$ cat src/rtl/multicycle_sequencer_if.sv
// Handshake and strobe bundle between the multi-cycle sequencer and the
// memories / control unit / datapath around it.
interface multicycle_sequencer_if;
    logic        imem_req;
    logic        imem_ack;
    logic [31:0] instr;
    logic [31:0] IR;
    logic        RUWr;
    logic        DMWr;
    logic        RUWrEn;
    logic        DMWrEn;
    logic        dmem_req;
    logic        dmem_ack;
    logic        PCWr;

    // Sequencer side: issues requests and gated strobes.
    modport master (
        output imem_req, IR, RUWrEn, DMWrEn, dmem_req, PCWr,
        input  imem_ack, instr, RUWr, DMWr, dmem_ack
    );

    // Environment side: memories, control unit and datapath.
    modport slave (
        input  imem_req, IR, RUWrEn, DMWrEn, dmem_req, PCWr,
        output imem_ack, instr, RUWr, DMWr, dmem_ack
    );
endinterface

$ cat src/rtl/multicycle_sequencer.sv
// Multi-cycle RV32I sequencer: FETCH -> DECODE -> EXECUTE -> (MEM) -> WB.
// Gates the control unit's write requests so the register file and data
// memory are written in exactly one state per instruction, counts retired
// instructions and traps on illegal opcodes or a data-memory timeout.
module multicycle_sequencer #(
    parameter int CNT_W       = 32,
    parameter int MEM_TIMEOUT = 16
) (
    input  logic                  clk,
    input  logic                  rst,
    multicycle_sequencer_if.master bus,
    output logic [2:0]            state,
    output logic [CNT_W-1:0]      retired,
    output logic                  trap,
    output logic [1:0]            trap_cause
);

    localparam int TO_W = $clog2(MEM_TIMEOUT + 1);

    typedef enum logic [2:0] {
        S_FETCH  = 3'd0,
        S_DECODE = 3'd1,
        S_EXEC   = 3'd2,
        S_MEM    = 3'd3,
        S_WB     = 3'd4,
        S_TRAP   = 3'd7
    } state_t;

    localparam logic [6:0] OP_R      = 7'b0110011;
    localparam logic [6:0] OP_I      = 7'b0010011;
    localparam logic [6:0] OP_LOAD   = 7'b0000011;
    localparam logic [6:0] OP_STORE  = 7'b0100011;
    localparam logic [6:0] OP_BRANCH = 7'b1100011;
    localparam logic [6:0] OP_JAL    = 7'b1101111;
    localparam logic [6:0] OP_JALR   = 7'b1100111;
    localparam logic [6:0] OP_LUI    = 7'b0110111;
    localparam logic [6:0] OP_AUIPC  = 7'b0010111;

    state_t           state_q, state_d;
    logic [31:0]      ir_q, ir_d;
    logic [CNT_W-1:0] retired_q, retired_d;
    logic             trap_q, trap_d;
    logic [1:0]       cause_q, cause_d;
    logic [TO_W-1:0]  tmo_q, tmo_d;

    logic [6:0] opcode;
    logic       op_legal;
    logic       op_mem;

    assign opcode = ir_q[6:0];
    assign op_mem = (opcode == OP_LOAD) || (opcode == OP_STORE);

    // Opcode legality check on the latched instruction.
    always_comb begin
        unique case (opcode)
            OP_R, OP_I, OP_LOAD, OP_STORE, OP_BRANCH,
            OP_JAL, OP_JALR, OP_LUI, OP_AUIPC: op_legal = 1'b1;
            default:                           op_legal = 1'b0;
        endcase
    end

    // Next-state logic: state transitions, IR capture, retire count, traps.
    always_comb begin
        // NOTE: every variable gets a default first so no path leaves it unassigned (no latch).
        state_d   = state_q;
        ir_d      = ir_q;
        retired_d = retired_q;
        trap_d    = trap_q;
        cause_d   = cause_q;
        tmo_d     = tmo_q;
        case (state_q)
            S_FETCH: begin
                if (bus.imem_ack) begin
                    ir_d    = bus.instr;
                    state_d = S_DECODE;
                end
            end
            S_DECODE: begin
                if (op_legal) begin
                    state_d = S_EXEC;
                end else begin
                    state_d = S_TRAP;
                    trap_d  = 1'b1;
                    cause_d = 2'd1;
                end
            end
            S_EXEC: begin
                if (op_mem) begin
                    state_d = S_MEM;
                    tmo_d   = '0;
                end else begin
                    state_d = S_WB;
                end
            end
            S_MEM: begin
                // An ack in the same cycle the limit is hit still completes.
                if (bus.dmem_ack) begin
                    state_d = S_WB;
                end else begin
                    tmo_d = tmo_q + TO_W'(1);
                    if (tmo_d == TO_W'(MEM_TIMEOUT)) begin
                        state_d = S_TRAP;
                        trap_d  = 1'b1;
                        cause_d = 2'd2;
                    end
                end
            end
            S_WB: begin
                retired_d = retired_q + CNT_W'(1);
                state_d   = S_FETCH;
            end
            S_TRAP: begin
                state_d = S_TRAP;
            end
            default: begin
                state_d = S_FETCH;
            end
        endcase
    end

    // State register with synchronous reset.
    always_ff @(posedge clk) begin
        // NOTE: sequential state uses non-blocking assignments so all registers update together.
        if (rst) begin
            state_q   <= S_FETCH;
            ir_q      <= '0;
            retired_q <= '0;
            trap_q    <= 1'b0;
            cause_q   <= 2'd0;
            tmo_q     <= '0;
        end else begin
            state_q   <= state_d;
            ir_q      <= ir_d;
            retired_q <= retired_d;
            trap_q    <= trap_d;
            cause_q   <= cause_d;
            tmo_q     <= tmo_d;
        end
    end

    // Moore decode of requests and gated strobes; all forced low during reset.
    always_comb begin
        bus.imem_req = 1'b0;
        bus.dmem_req = 1'b0;
        bus.DMWrEn   = 1'b0;
        bus.PCWr     = 1'b0;
        bus.RUWrEn   = 1'b0;
        if (!rst) begin
            case (state_q)
                S_FETCH: bus.imem_req = 1'b1;
                S_MEM: begin
                    bus.dmem_req = 1'b1;
                    bus.DMWrEn   = bus.DMWr;
                end
                S_WB: begin
                    bus.PCWr   = 1'b1;
                    bus.RUWrEn = bus.RUWr;
                end
                default: ;
            endcase
        end
    end

    assign bus.IR     = ir_q;
    assign state      = state_q;
    assign retired    = retired_q;
    assign trap       = trap_q;
    assign trap_cause = cause_q;

endmodule

$ cat src/flat_wrapper.sv
// flat-port wrapper written by rule: the top's interface ports become plain ports
module multicycle_sequencer_flat 
#(
    parameter int CNT_W       = 32,
    parameter int MEM_TIMEOUT = 16
)
  (clk, rst, state, retired, trap, trap_cause, bus_imem_req, bus_IR, bus_RUWrEn, bus_DMWrEn, bus_dmem_req, bus_PCWr, bus_imem_ack, bus_instr, bus_RUWr, bus_DMWr, bus_dmem_ack);
  multicycle_sequencer_if bus_i ();
  input  logic clk;
  input  logic rst;
  output logic [2:0] state;
  output logic [CNT_W-1:0] retired;
  output logic trap;
  output logic [1:0] trap_cause;
  output wire logic [$bits(bus_i.imem_req)-1:0] bus_imem_req;
  output wire logic [$bits(bus_i.IR)-1:0] bus_IR;
  output wire logic [$bits(bus_i.RUWrEn)-1:0] bus_RUWrEn;
  output wire logic [$bits(bus_i.DMWrEn)-1:0] bus_DMWrEn;
  output wire logic [$bits(bus_i.dmem_req)-1:0] bus_dmem_req;
  output wire logic [$bits(bus_i.PCWr)-1:0] bus_PCWr;
  input wire logic [$bits(bus_i.imem_ack)-1:0] bus_imem_ack;
  input wire logic [$bits(bus_i.instr)-1:0] bus_instr;
  input wire logic [$bits(bus_i.RUWr)-1:0] bus_RUWr;
  input wire logic [$bits(bus_i.DMWr)-1:0] bus_DMWr;
  input wire logic [$bits(bus_i.dmem_ack)-1:0] bus_dmem_ack;
  assign bus_imem_req = bus_i.imem_req;
  assign bus_IR = bus_i.IR;
  assign bus_RUWrEn = bus_i.RUWrEn;
  assign bus_DMWrEn = bus_i.DMWrEn;
  assign bus_dmem_req = bus_i.dmem_req;
  assign bus_PCWr = bus_i.PCWr;
  assign bus_i.imem_ack = bus_imem_ack;
  assign bus_i.instr = bus_instr;
  assign bus_i.RUWr = bus_RUWr;
  assign bus_i.DMWr = bus_DMWr;
  assign bus_i.dmem_ack = bus_dmem_ack;
  multicycle_sequencer #(.CNT_W(CNT_W), .MEM_TIMEOUT(MEM_TIMEOUT)) u_core (.clk(clk), .rst(rst), .bus(bus_i), .state(state), .retired(retired), .trap(trap), .trap_cause(trap_cause));
endmodule
$ cat config.mk
export PLATFORM = sky130hd
export DESIGN_NAME = multicycle_sequencer_flat
export DESIGN_NICKNAME = d
export VERILOG_FILES = /design/src/rtl/multicycle_sequencer_if.sv /design/src/rtl/multicycle_sequencer.sv /design/src/flat_wrapper.sv
export SDC_FILE = /design/constraint.sdc
export NUM_CORES = 1
export LEC_CHECK = 0
export BUFFER_PORTS_ARGS = -buffer_cell sky130_fd_sc_hd__buf_2
export CAP_MARGIN = 20
export CORE_AREA = 2 2 59 116
export DETAILED_ROUTE_END_ITERATION = 16
export DIE_AREA = 0 0 61 118
export GPL_ROUTABILITY_DRIVEN = 1
export PLACE_DENSITY = 0.83
export SETUP_SLACK_MARGIN = 0.02
export SLEW_MARGIN = 20
export SYNTH_ARGS = -nofsm -noshare
export SYNTH_HDL_FRONTEND = slang
export SYNTH_SLANG_ARGS = --single-unit
$ cat constraint.sdc
create_clock -name clk -period 5.7 [get_ports clk]
set_input_delay 0.855 -clock clk [delete_from_list [all_inputs] [get_ports clk]]
set_output_delay 0.855 -clock clk [all_outputs]
set_load 0.005 [all_outputs]
* Yosys cells after proc, flatten, opt, wreduce, memory -nomap -nowiden
Cells that the tools add are included.
Cells by class: eq/ne operators 21, reductions and logical operators 9, $add $sub $neg 2, mux-type cells 28
Operators by type and width (number):
- adder 32 x 1 -> 32 bit, second input constant | 1
- equality test 7 x 6 -> 1 bit, second input constant | 3
- equality test 7 bit, second input constant | 3
- two-way mux 3 bit | 5
- case mux 3 bit (5 select lines) | 1
- equality test 7 x 5 -> 1 bit, second input constant | 2
- two-way mux 1 bit | 14
- two-way mux 5 bit | 2
- case mux 5 bit (2 select lines) | 1
- OR reduction 9 bit | 1
- equality test 7 x 2 -> 1 bit, second input constant | 1
- equality test 3 x 2 -> 1 bit, second input constant | 2
- equality test 3 bit, second input constant | 2
- two-way mux 2 bit | 3
- != test 2 bit, second input constant | 3
- adder 5 x 1 -> 5 bit, second input constant | 1
- equality test 5 bit, second input constant | 1
- != test 2 x 1 -> 1 bit, second input constant | 2
- case mux 2 bit (2 select lines) | 1
- AND reduction 2 bit | 2
- AND reduction 4 bit | 1
- nonzero test 2 bit | 2
- equality test 3 x 1 -> 1 bit, second input constant | 1
- zero test 3 bit | 1
- 4 further kinds | 4
Word-level totals: bits of input ports 38, register bits after elaboration 75, logic and storage cells 66

* Depth between registers and ports, before layout
Gate-level depths: netlist of the first run.
depth in word-level cells 5, gate-level depth with buffers 7, gate-level depth less buffers 5

* Worst setup path before layout of the first run
No wires, ideal clock.
kind input port to output port, start input rst, end output bus_PCWr, buffers on the path 2, stages on the path 3, data arrival time 1.479 ns, setup slack 3.366 ns, required time 4.845 ns, cell sequence clkbuf_1 -> clkbuf_1 -> nor2_1
On the way: longest elaborated chain between the ends 1
Ends and longest elaborated chain:
- start: declaration | RTL line flat_wrapper.sv:10 | input logic rst;
- two-way mux 1 bit | RTL line multicycle_sequencer.sv:148 | if (!rst) begin
- end: declaration | RTL line flat_wrapper.sv:20 | output wire logic [$bits(bus_i.PCWr)-1:0] bus_PCWr;
No other way between the ends.

* Worst setup path in the final report of the first run
start input rst, end output bus_imem_req
On the way: longest elaborated chain between the ends 1
Ends and longest elaborated chain:
- two-way mux 1 bit | RTL line multicycle_sequencer.sv:148
- end: declaration | RTL line flat_wrapper.sv:15 | output wire logic [$bits(bus_i.imem_req)-1:0] bus_imem_req;
No other way between the ends.

==> impl_metrics.yaml, run 1 <==
global_routing:
  met1_usage_pct: 24.6
  antenna_found_initial: 0
  met2_usage_pct: 42.8
  busiest_layer: "met2"
  grt_start_max_net_pins: 54
  grt_pass1_vias: 3171
  grt_util_all_layers_pct: 24.3
  grt_use_met3_pct: 7.80
  grt-ovfl-total: 0
  grt_pass1_wl_um: 13600
sta:
  min_period_over_period_pct: 50.3
  setup_viol_count_final: 0
  hold_viol: 0
  worst_pin_slew_ps: 1050
  fin_setup_tns_ps: 0
  drv_slew: 0
  period_minus_slack_ps: 2870
  final.setup.worst_slack_ps: 2830
  relSlewSlack_pct: 29.7
  rsz0062_at_grt: "no"
  fin_worst_skew_ps: 3.13
  clock.fmax_ghz: 0.349
logic_synthesis:
  synth_top_family_by_area: "simple AND/OR/NAND/NOR gates"
  synth_common_cells: "81 x nand2_1, 75 x dfxtp_1, 59 x a21oi_1, 25 x clkbuf_1, 19 x or4_1"
  synthArstFlopShare_pct: 0
  ys_ff_latch: 75
  synth_cells: 408
  synthXorXnorAreaFrac_pct: 2.66
  syn_avg_cell_area_um2: 8.07
  synth.largest_area_cell: "dfxtp_1"
  synthDominantCellAreaShare_pct: 45.6
  yosysSeqAreaShare_pct: 45.6
  synth-compound-area-share_pct: 18.5
  yosys.cell_count.top_type: "nand2_1"
  netlist_area_um2: 3290
  synth_edf_count: 0
  synthMuxAreaShare_pct: 0.342
  synthFlopType: "dfxtp_1"
  synth_warnings: 0
  synthTopCellsByArea: "dfxtp_1 46%, nand2_1 9.2%, a21oi_1 9.0%"
  synthSimpleGateAreaFrac_pct: 28.0
  synth.distinct_cells: 44
  synth-adder-area-share_pct: 0.760
  synth_nets: 448
job:
  cap_violations: 0
placed_design:
  portBuffers: 112
  place_congestion: 0.810
  dp.cells: 579
  place_worst_setup_slack_ps: 2830
  dp_hpwl_um: 5980
clock_network:
  htree_levels: 3
  cts_setup_buffers: 0
  cts_tree: "yes"
  clk_latency_ps: 330
  postCtsHoldBufs: 0
  cts-root-buf: "clkbuf_16"
  numCtsBuffers: 9
  path_clk_slew_ps: 50
  cts_buffer_depth: 2
  cts_resized: 0
  clock-sinks: 75
route:
  vias_per_cell: 5.62
  ant_nets: 0
  drt_iter0_drc: 247
  wire_per_inst_um: 14.1
  vias: 3337
  first_pass_iters: 8
  drc: 0
  finalWirelength_um: 8350
die:
  initial_core_util_pct: 52.2
  fp.dieH_um: 118
  core_um2: 6310
  ioPinCount: 113
  die_area_um2: 7200
  dieWidth_um: 61
  std_cell_rows: 41
worst_setup_path:
  critical_path_class: "input pin to output pin"
  cp_common_cell: "buf_2"
  max_stage_delay_ps: 540
  cp-start-kind: "input pin"
  critPathMaxFanout: 53
  required_ps: 4850
  crit_arrival_ps: 2010
  path_cells: "buf_2 > buf_4 > nor4_1 > buf_2"
  slowest_stage: "buf_4"
  cp-end-kind: "output pin"
power_and_ir_drop:
  ir_drop_uv: 287
  leakagePower_uw: 0.00168
  power_density_nw_per_um2: 337
  p_total_uw: 1390
finish:
  layout-drive-gt1-share_pct: 25.8
  diodes: 0
  fin_cells: 594
  final_nets: 544
  area_growth_syn_to_layout_pct: 25.3
hold_path:
  hold_path_class: "flop to flop"
status:
  status: "completed"
## registers in the layout, summed over array words and instances, names as in the netlist
| name | flops |
|---|---|
| u_core.trap | 1 |
| u_core.retired | 32 |
| u_core.trap_cause | 2 |
| u_core.state | 3 |
| u_core.bus.IR | 32 |
| u_core.tmo_q | 5 |
## worst max-delay path: cells and delay by family
family / cells / cell delay (ps)
buffers and inverters: 3 / 1050
and+or+nand+nor: 1 / 80
## layout make-up
class / instances / area, um2
clock buffers: 12 / 246
fillers: 545 / 2180
flip-flops and latches: 75 / 1500
well taps: 86 / 108
clock inverters: 3 / 15.0
repair buffers: 113 / 568
inverters: 8 / 30.0
multi-input cells: 297 / 1660
## routing by layer
metal / share of wire [%] / vias to the layer above
met3: 5.6 / 13
li1: - / 1653
met4: 2.0 / 0
met1: 38 / 1564
met5: 0 / -
met2: 54 / 107
## layout by cell type, fill, tap and decap left out, drive strengths merged, types with 2 or more instances in the layout
cell and n:
or4 19, and2 4, ha 2, and3 2, nor2 18, a32oi 2, o31ai 15, o41ai 2
or3 7, xor2 3, nand3 11, dfxtp 75, or2 2, inv 8, xnor2 7, o21ai 10
nor3 4, nand2b 6, nand2 81, nand4 10, and4 2, a41oi 2, nor4 6, a211oi 2
clkbuf 12, a311oi 2, a21oi 59, buf 113, a41o 2, clkinv 3, nor2b 5
## metrics by stage
| step | utilization, % | area (um2) | hold WS (ps) |
|---|---|---|---|
| after floorplan | - | 3290 | 453 |
| after global placement | 61.2 | 3860 | 440 |
| after detailed placement | 61.2 | 3860 | 446 |
| after CTS | 65.4 | 4120 | 454 |
| after global routing | 65.4 | 4130 | 474 |
| final | 65.4 | 4130 | 454 |
## worst paths after layout
path                     start            endpoint  slack [ps]  depth (start not counted)
min reg2reg  u_core.bus.IR[25]   u_core.bus.IR[25]         450                          2
max reg2reg  u_core.retired[7]  u_core.retired[23]        3050                          4
max                        rst        bus_imem_req        2830                          4
min          u_core.bus.IR[25]   u_core.bus.IR[25]         450                          2
## kinds of logic (layout without fill, tap and decap cells)
group / Yosys count / after routing
mux: 1 / 1
buf+inv: 36 / 136
fa+ha+maj: 2 / 2
flops: 75 / 75
compound gates: 102 / 102
simple gates: 182 / 182
xor+xnor: 10 / 10
## power by group
part | switching [uW] | leakage, uW | internal [uW]
Clock | 195 | 0.000132 | 301
Sequential | 54.0 | 0.000609 | 578
Combinational | 151 | 0.000941 | 112
Total | 399 | 0.00168 | 991
No activity file was read; power rests on OpenSTA's default activity.
==> inputs of run 2 (changes only) <==
Settings changed: CORE_AREA 2 2 59 116 to 2 2 64 127, DIE_AREA 0 0 61 118 to 0 0 66 129, PLACE_DENSITY 0.83 to 0.74.
Clock period 5.7 ns to 2.6 ns, I/O delays scaled along.
==> run 2 against run 1 <==
Compared with the run above:
- register-to-register slack worse by 2700 ps
- via count rose by 1.0%
- final area rose by 3.1%
- highest routed layer unchanged
- utilization is 9.0 points lower
- non-clock buffer count up 10
- largest cell class unchanged
- sequential cell count unchanged
==> impl_metrics.yaml, run 2 (same netlist as run 1, synthesis figures left out) <==
worst_setup_path:
  cp-start-kind: "flop"
  worst-r2r-cell-count: 5
  path_cells: "nand4_1 > or4_1 > buf_4 > nor4_1 > mux2_2"
  crit_family: "simple AND/OR/NAND/NOR gates"
  max_stage_delay_ps: 570
  r2r-start: "u_core.retired[7]"
  slowest_stage: "or4_1"
  r2r_end: "u_core.retired[23]"
  cp-startpoint: "u_core.retired[7]"
  required_ps: 2810
  cp-end-kind: "flop"
  timing.critical_path.buf_inv: 1
  rrSetupSlack_ps: 350
  critPathMaxFanout: 35
  critical_path_class: "flop to flop"
  crit_arrival_ps: 2470
sta:
  setup_viol_count_final: 0
  rsz0062_at_grt: "no"
  fin_worst_skew_ps: 7.45
  relSlewSlack_pct: 60.8
  worst_pin_slew_ps: 586
  drv_slew: 0
  period_minus_slack_ps: 2250
  whs_ps: 296
  min_period_over_period_pct: 86.6
  clock.fmax_ghz: 0.444
  hold_viol: 0
  fin_setup_tns_ps: 0
  final.setup.worst_slack_ps: 349
die:
  core_um2: 7540
  initial_core_util_pct: 43.7
  die_area_um2: 8510
  ioPinCount: 113
  fp.dieH_um: 129
  dieWidth_um: 66
  std_cell_rows: 45
clock_network:
  htree_levels: 3
  cts-root-buf: "clkbuf_16"
  cts_resized: 0
  clk_latency_ps: 330
  path_clk_slew_ps: 60
  numCtsBuffers: 9
  clock-sinks: 75
  postCtsHoldBufs: 0
  cts_buffer_depth: 2
  cts_tree: "yes"
  cts_setup_buffers: 0
power_and_ir_drop:
  p_int_uw: 2340
  p_total_uw: 3270
  p_sw_share_pct: 28.3
  switching_power_uw: 924
  power_density_nw_per_um2: 768
  leakagePower_uw: 0.00175
  seqPwrFrac_pct: 40.9
  p_comb_share_pct: 20.6
  p_clk_share_pct: 38.4
  ir_drop_uv: 470
global_routing:
  antenna_found_initial: 0
  grt-ovfl-total: 0
  grt_pass1_vias: 3283
  grt_util_all_layers_pct: 21.5
  grt_pass1_wl_um: 14500
  grt_start_max_net_pins: 36
route:
  drt_iter0_drc: 165
  first_pass_iters: 4
  ant_nets: 0
  finalWirelength_um: 8780
  wire_per_inst_um: 14.3
  vias_per_cell: 5.50
  drc: 0
  vias: 3371
placed_design:
  dp_hpwl_um: 6450
  place_worst_setup_slack_ps: 349
  place_congestion: 0.846
  dp.cells: 597
  portBuffers: 112
finish:
  diodes: 0
  area_growth_syn_to_layout_pct: 29.1
  most-common-layout-cells: "112 x buf_2, 81 x nand2_1, 75 x dfxtp_1, 59 x a21oi_1, 19 x or4_1"
  final_nets: 554
  layout-drive-gt1-share_pct: 27.4
  fin_cells: 613
  mostFrequentLayoutCell: "buf_2"
hold_path:
  min_from: "bus_instr[18]"
  worstHoldPathCells: 3
  hold_end: "u_core.bus.IR[18]"
  hold_path_class: "input pin to flop"
job:
  cap_violations: 0
status:
  status: "completed"
-- run 2: cell count changes in the layout (fill, tap and decap cells not counted) --
cell       delta
nand2_2       -1
clkbuf_1      -1
nand2_1       +1
buf_4        +10
clkinv_2      -1
clkbuf_8      +1
bufinv_16     +1
clkinv_4      +1
-- run 2: cell type report --
cell class / instances / area (um2)
Fill cell: 732 / 3290
Multi-Input combinational cell: 297 / 1660
Sequential cell: 75 / 1500
Timing Repair Buffer: 123 / 643
Clock buffer: 12 / 256
Tap cell: 94 / 118
Clock inverter: 4 / 48.8
Inverter: 8 / 30.0
-- run 2: worst min-delay path: cells and delay by family --
kind | cells | cell delay [ps]
AO/OA/AOI/OAI | 1 | 50
buffers and inverters | 1 | 90
AND/OR/NAND/NOR | 1 | 40
-- run 2: power groups by stage --
stage	sequential [uW]	combinational, uW	clock (uW)
finish	1340	674	1260
global route	1350	760	1330
CTS	1340	679	1290
detailed placement	1360	676	0
global placement	1350	662	0
floorplan	1380	382	0
-- run 2: worst max path at each step --
| stage | to | cells past startpoint |
|---|---|---|
| 6_report | u_core.retired[23] | 5 |
| 5_1_grt | u_core.retired[23] | 5 |
| 4_1_cts | u_core.retired[23] | 5 |
| 3_5_place_dp | u_core.retired[23] | 5 |
| 3_3_place_gp | u_core.retired[23] | 5 |
| 2_1_floorplan | u_core.retired[23] | 6 |
-- run 2: metrics by stage --
| step | area, um2 | util (%) |
|---|---|---|
| after floorplan | 3290 | - |
| after global placement | 3950 | 52.3 |
| after detailed placement | 3950 | 52.3 |
| after CTS | 4250 | 56.4 |
| after global routing | 4250 | 56.4 |
| final | 4250 | 56.4 |
-- run 2: layer usage --
| metal | wire, um | up-vias | GRT usage [%] | part of all wire, % |
|---|---|---|---|---|
| met3 | 445 | 23 | 4.37 | 5.1 |
| met4 | 286 | 0 | 12.5 | 3.3 |
| met2 | 4670 | 109 | 38.4 | 53 |
| met1 | 3370 | 1567 | 22.7 | 38 |
| li1 | - | 1672 | - | - |
| met5 | 0 | - | 0 | 0 |
==> inputs of run 3 (changes only) <==
Settings changed: BUFFER_PORTS_ARGS -buffer_cell sky130_fd_sc_hd__buf_2 to default, CORE_AREA 2 2 64 127 to 2 2 58 114, DIE_AREA 0 0 66 129 to 0 0 60 116, DONT_BUFFER_PORTS from default to 1, PLACE_DENSITY 0.74 to 0.72, SLEW_MARGIN 20 to default.
==> run 3 against run 2 <==
Compared with the run above:
- sequential power barely moved
- register-to-register slack improved by 60 ps
- via count fell by 13%
- power fell by 4.5%
- sequential share of layout area rose by 5.3 points
- final area fell by 13%
- critical path depth did not move
- sequential cell count did not move
- combinational power fell by 25%
- worst hold slack got worse by 170 ps
- non-clock buffer count fell by 110
- first-iteration DRC count rose by 31%
- largest cell class unchanged
- highest routed layer unchanged
==> impl_metrics.yaml, run 3 (same netlist as run 1, synthesis figures left out) <==
worst_setup_path:
  cp-start-kind: "flop"
  r2r_end: "u_core.retired[16]"
  rrSetupSlack_ps: 410
  cp-end-kind: "flop"
  worst-r2r-cell-count: 5
  crit_arrival_ps: 2450
  r2r-start: "u_core.retired[6]"
  required_ps: 2860
  critPathMaxFanout: 32
  critical_path_class: "flop to flop"
finish:
  final_area_um2: 3700
  fin_cells: 493
  most-common-layout-cells: "81 x nand2_1, 75 x dfxtp_1, 59 x a21oi_1, 19 x or4_1, 18 x nor2_1"
  final_nets: 444
  diodes: 0
  area_growth_syn_to_layout_pct: 12.2
  layout-drive-gt1-share_pct: 7.33
  mostFrequentLayoutCell: "nand2_1"
die:
  ioPinCount: 113
  fp.dieH_um: 116
  dieWidth_um: 60
  core_um2: 6060
  die_area_um2: 6960
  initial_core_util_pct: 54.4
  std_cell_rows: 40
global_routing:
  grt_start_max_net_pins: 76
  grt_pass1_vias: 2675
  grt_util_all_layers_pct: 23.1
  grt-ovfl-total: 0
  antenna_found_initial: 0
  grt_pass1_wl_um: 12200
clock_network:
  numCtsBuffers: 9
  clk_latency_ps: 330
  path_clk_slew_ps: 50
  cts_setup_buffers: 0
  postCtsHoldBufs: 0
  cts_buffer_depth: 2
  clock-sinks: 75
  cts-root-buf: "clkbuf_16"
  cts_tree: "yes"
  cts_resized: 0
  htree_levels: 3
sta:
  relSlewSlack_pct: 59.6
  whs_ps: 125
  drv_slew: 0
  fin_worst_skew_ps: 8.43
  setup_viol_count_final: 0
  worst_pin_slew_ps: 603
  hold_viol: 0
  min_period_over_period_pct: 84.2
  period_minus_slack_ps: 2190
  rsz0062_at_grt: "no"
  clock.fmax_ghz: 0.457
  fin_setup_tns_ps: 0
route:
  drc: 0
  vias: 2933
  ant_nets: 0
  first_pass_iters: 4
  finalWirelength_um: 7840
  drt_iter0_drc: 216
  wire_per_inst_um: 15.9
  vias_per_cell: 5.95
hold_path:
  worstHoldPathCells: 1
  hold_end: "u_core.retired[20]"
  hold_path_class: "input pin to flop"
  min_from: "rst"
placed_design:
  dp_hpwl_um: 5450
  place_congestion: 0.792
  dp.cells: 477
  portBuffers: 0
  placed_area_um2: 3390
power_and_ir_drop:
  leakagePower_uw: 0.00121
  power_density_nw_per_um2: 844
  ir_drop_uv: 555
job:
  cap_violations: 0
status:
  status: "completed"
run 3: cell count changes in the layout (fill, tap and decap cells not counted), sizes merged:
cell    before  now
buf        123   13
clkbuf      12   15
clkinv       3    0
run 3: stage by stage:
step	setup slack (ps)	utilization [%]	total power (uW)
finish	411	61.1	3120
global route	293	61.1	3280
CTS	412	61.1	3160
detailed placement	423	56.0	1890
global placement	462	56.0	1880
floorplan	422	-	1760
run 3: report_power, final:
group / switching, uW / internal, uW / total (uW) / leakage, uW
registers: 95.9 / 1270 / 1360 / 0.000609
logic: 311 / 191 / 503 / 0.000449
clock network: 433 / 822 / 1250 / 0.000150
run 3: worst max-delay path by stage:
stage / startpoint / to / slack [ps] / depth (start not counted)
after floorplan: u_core.retired[7] / u_core.retired[23] / 420 / 6
final: u_core.retired[6] / u_core.retired[16] / 410 / 5
after global routing: u_core.retired[6] / u_core.retired[18] / 290 / 5
after global placement: u_core.retired[6] / u_core.retired[17] / 460 / 5
after detailed placement: u_core.retired[6] / u_core.retired[31] / 420 / 5
after CTS: u_core.retired[7] / u_core.retired[31] / 410 / 5
run 3: final cells by class:
type | count | area [um2]
repair buffers | 13 | 97.6
fillers | 545 | 2360
clock buffers | 15 | 278
well taps | 84 | 105
flip-flops and latches | 75 | 1500
clock inverters | 1 | 30.0
inverters | 8 | 30.0
multi-input cells | 297 | 1660
run 3: critical path: stages, from the launching register on:
cell and delay, ps:
dfxtp_1 430, nand4_1 140, or4_1 610, buf_4 260, or4_1 520, a21oi_1 150
run 3: layer usage:
layer | vias to the layer above | global-route usage, % | part of all wire, %
li1 | 1454 | - | -
met1 | 1372 | 25.0 | 38
met2 | 93 | 38.6 | 53
met3 | 14 | 7.48 | 6.6
met4 | 0 | 12.4 | 2.3
met5 | - | 0 | 0
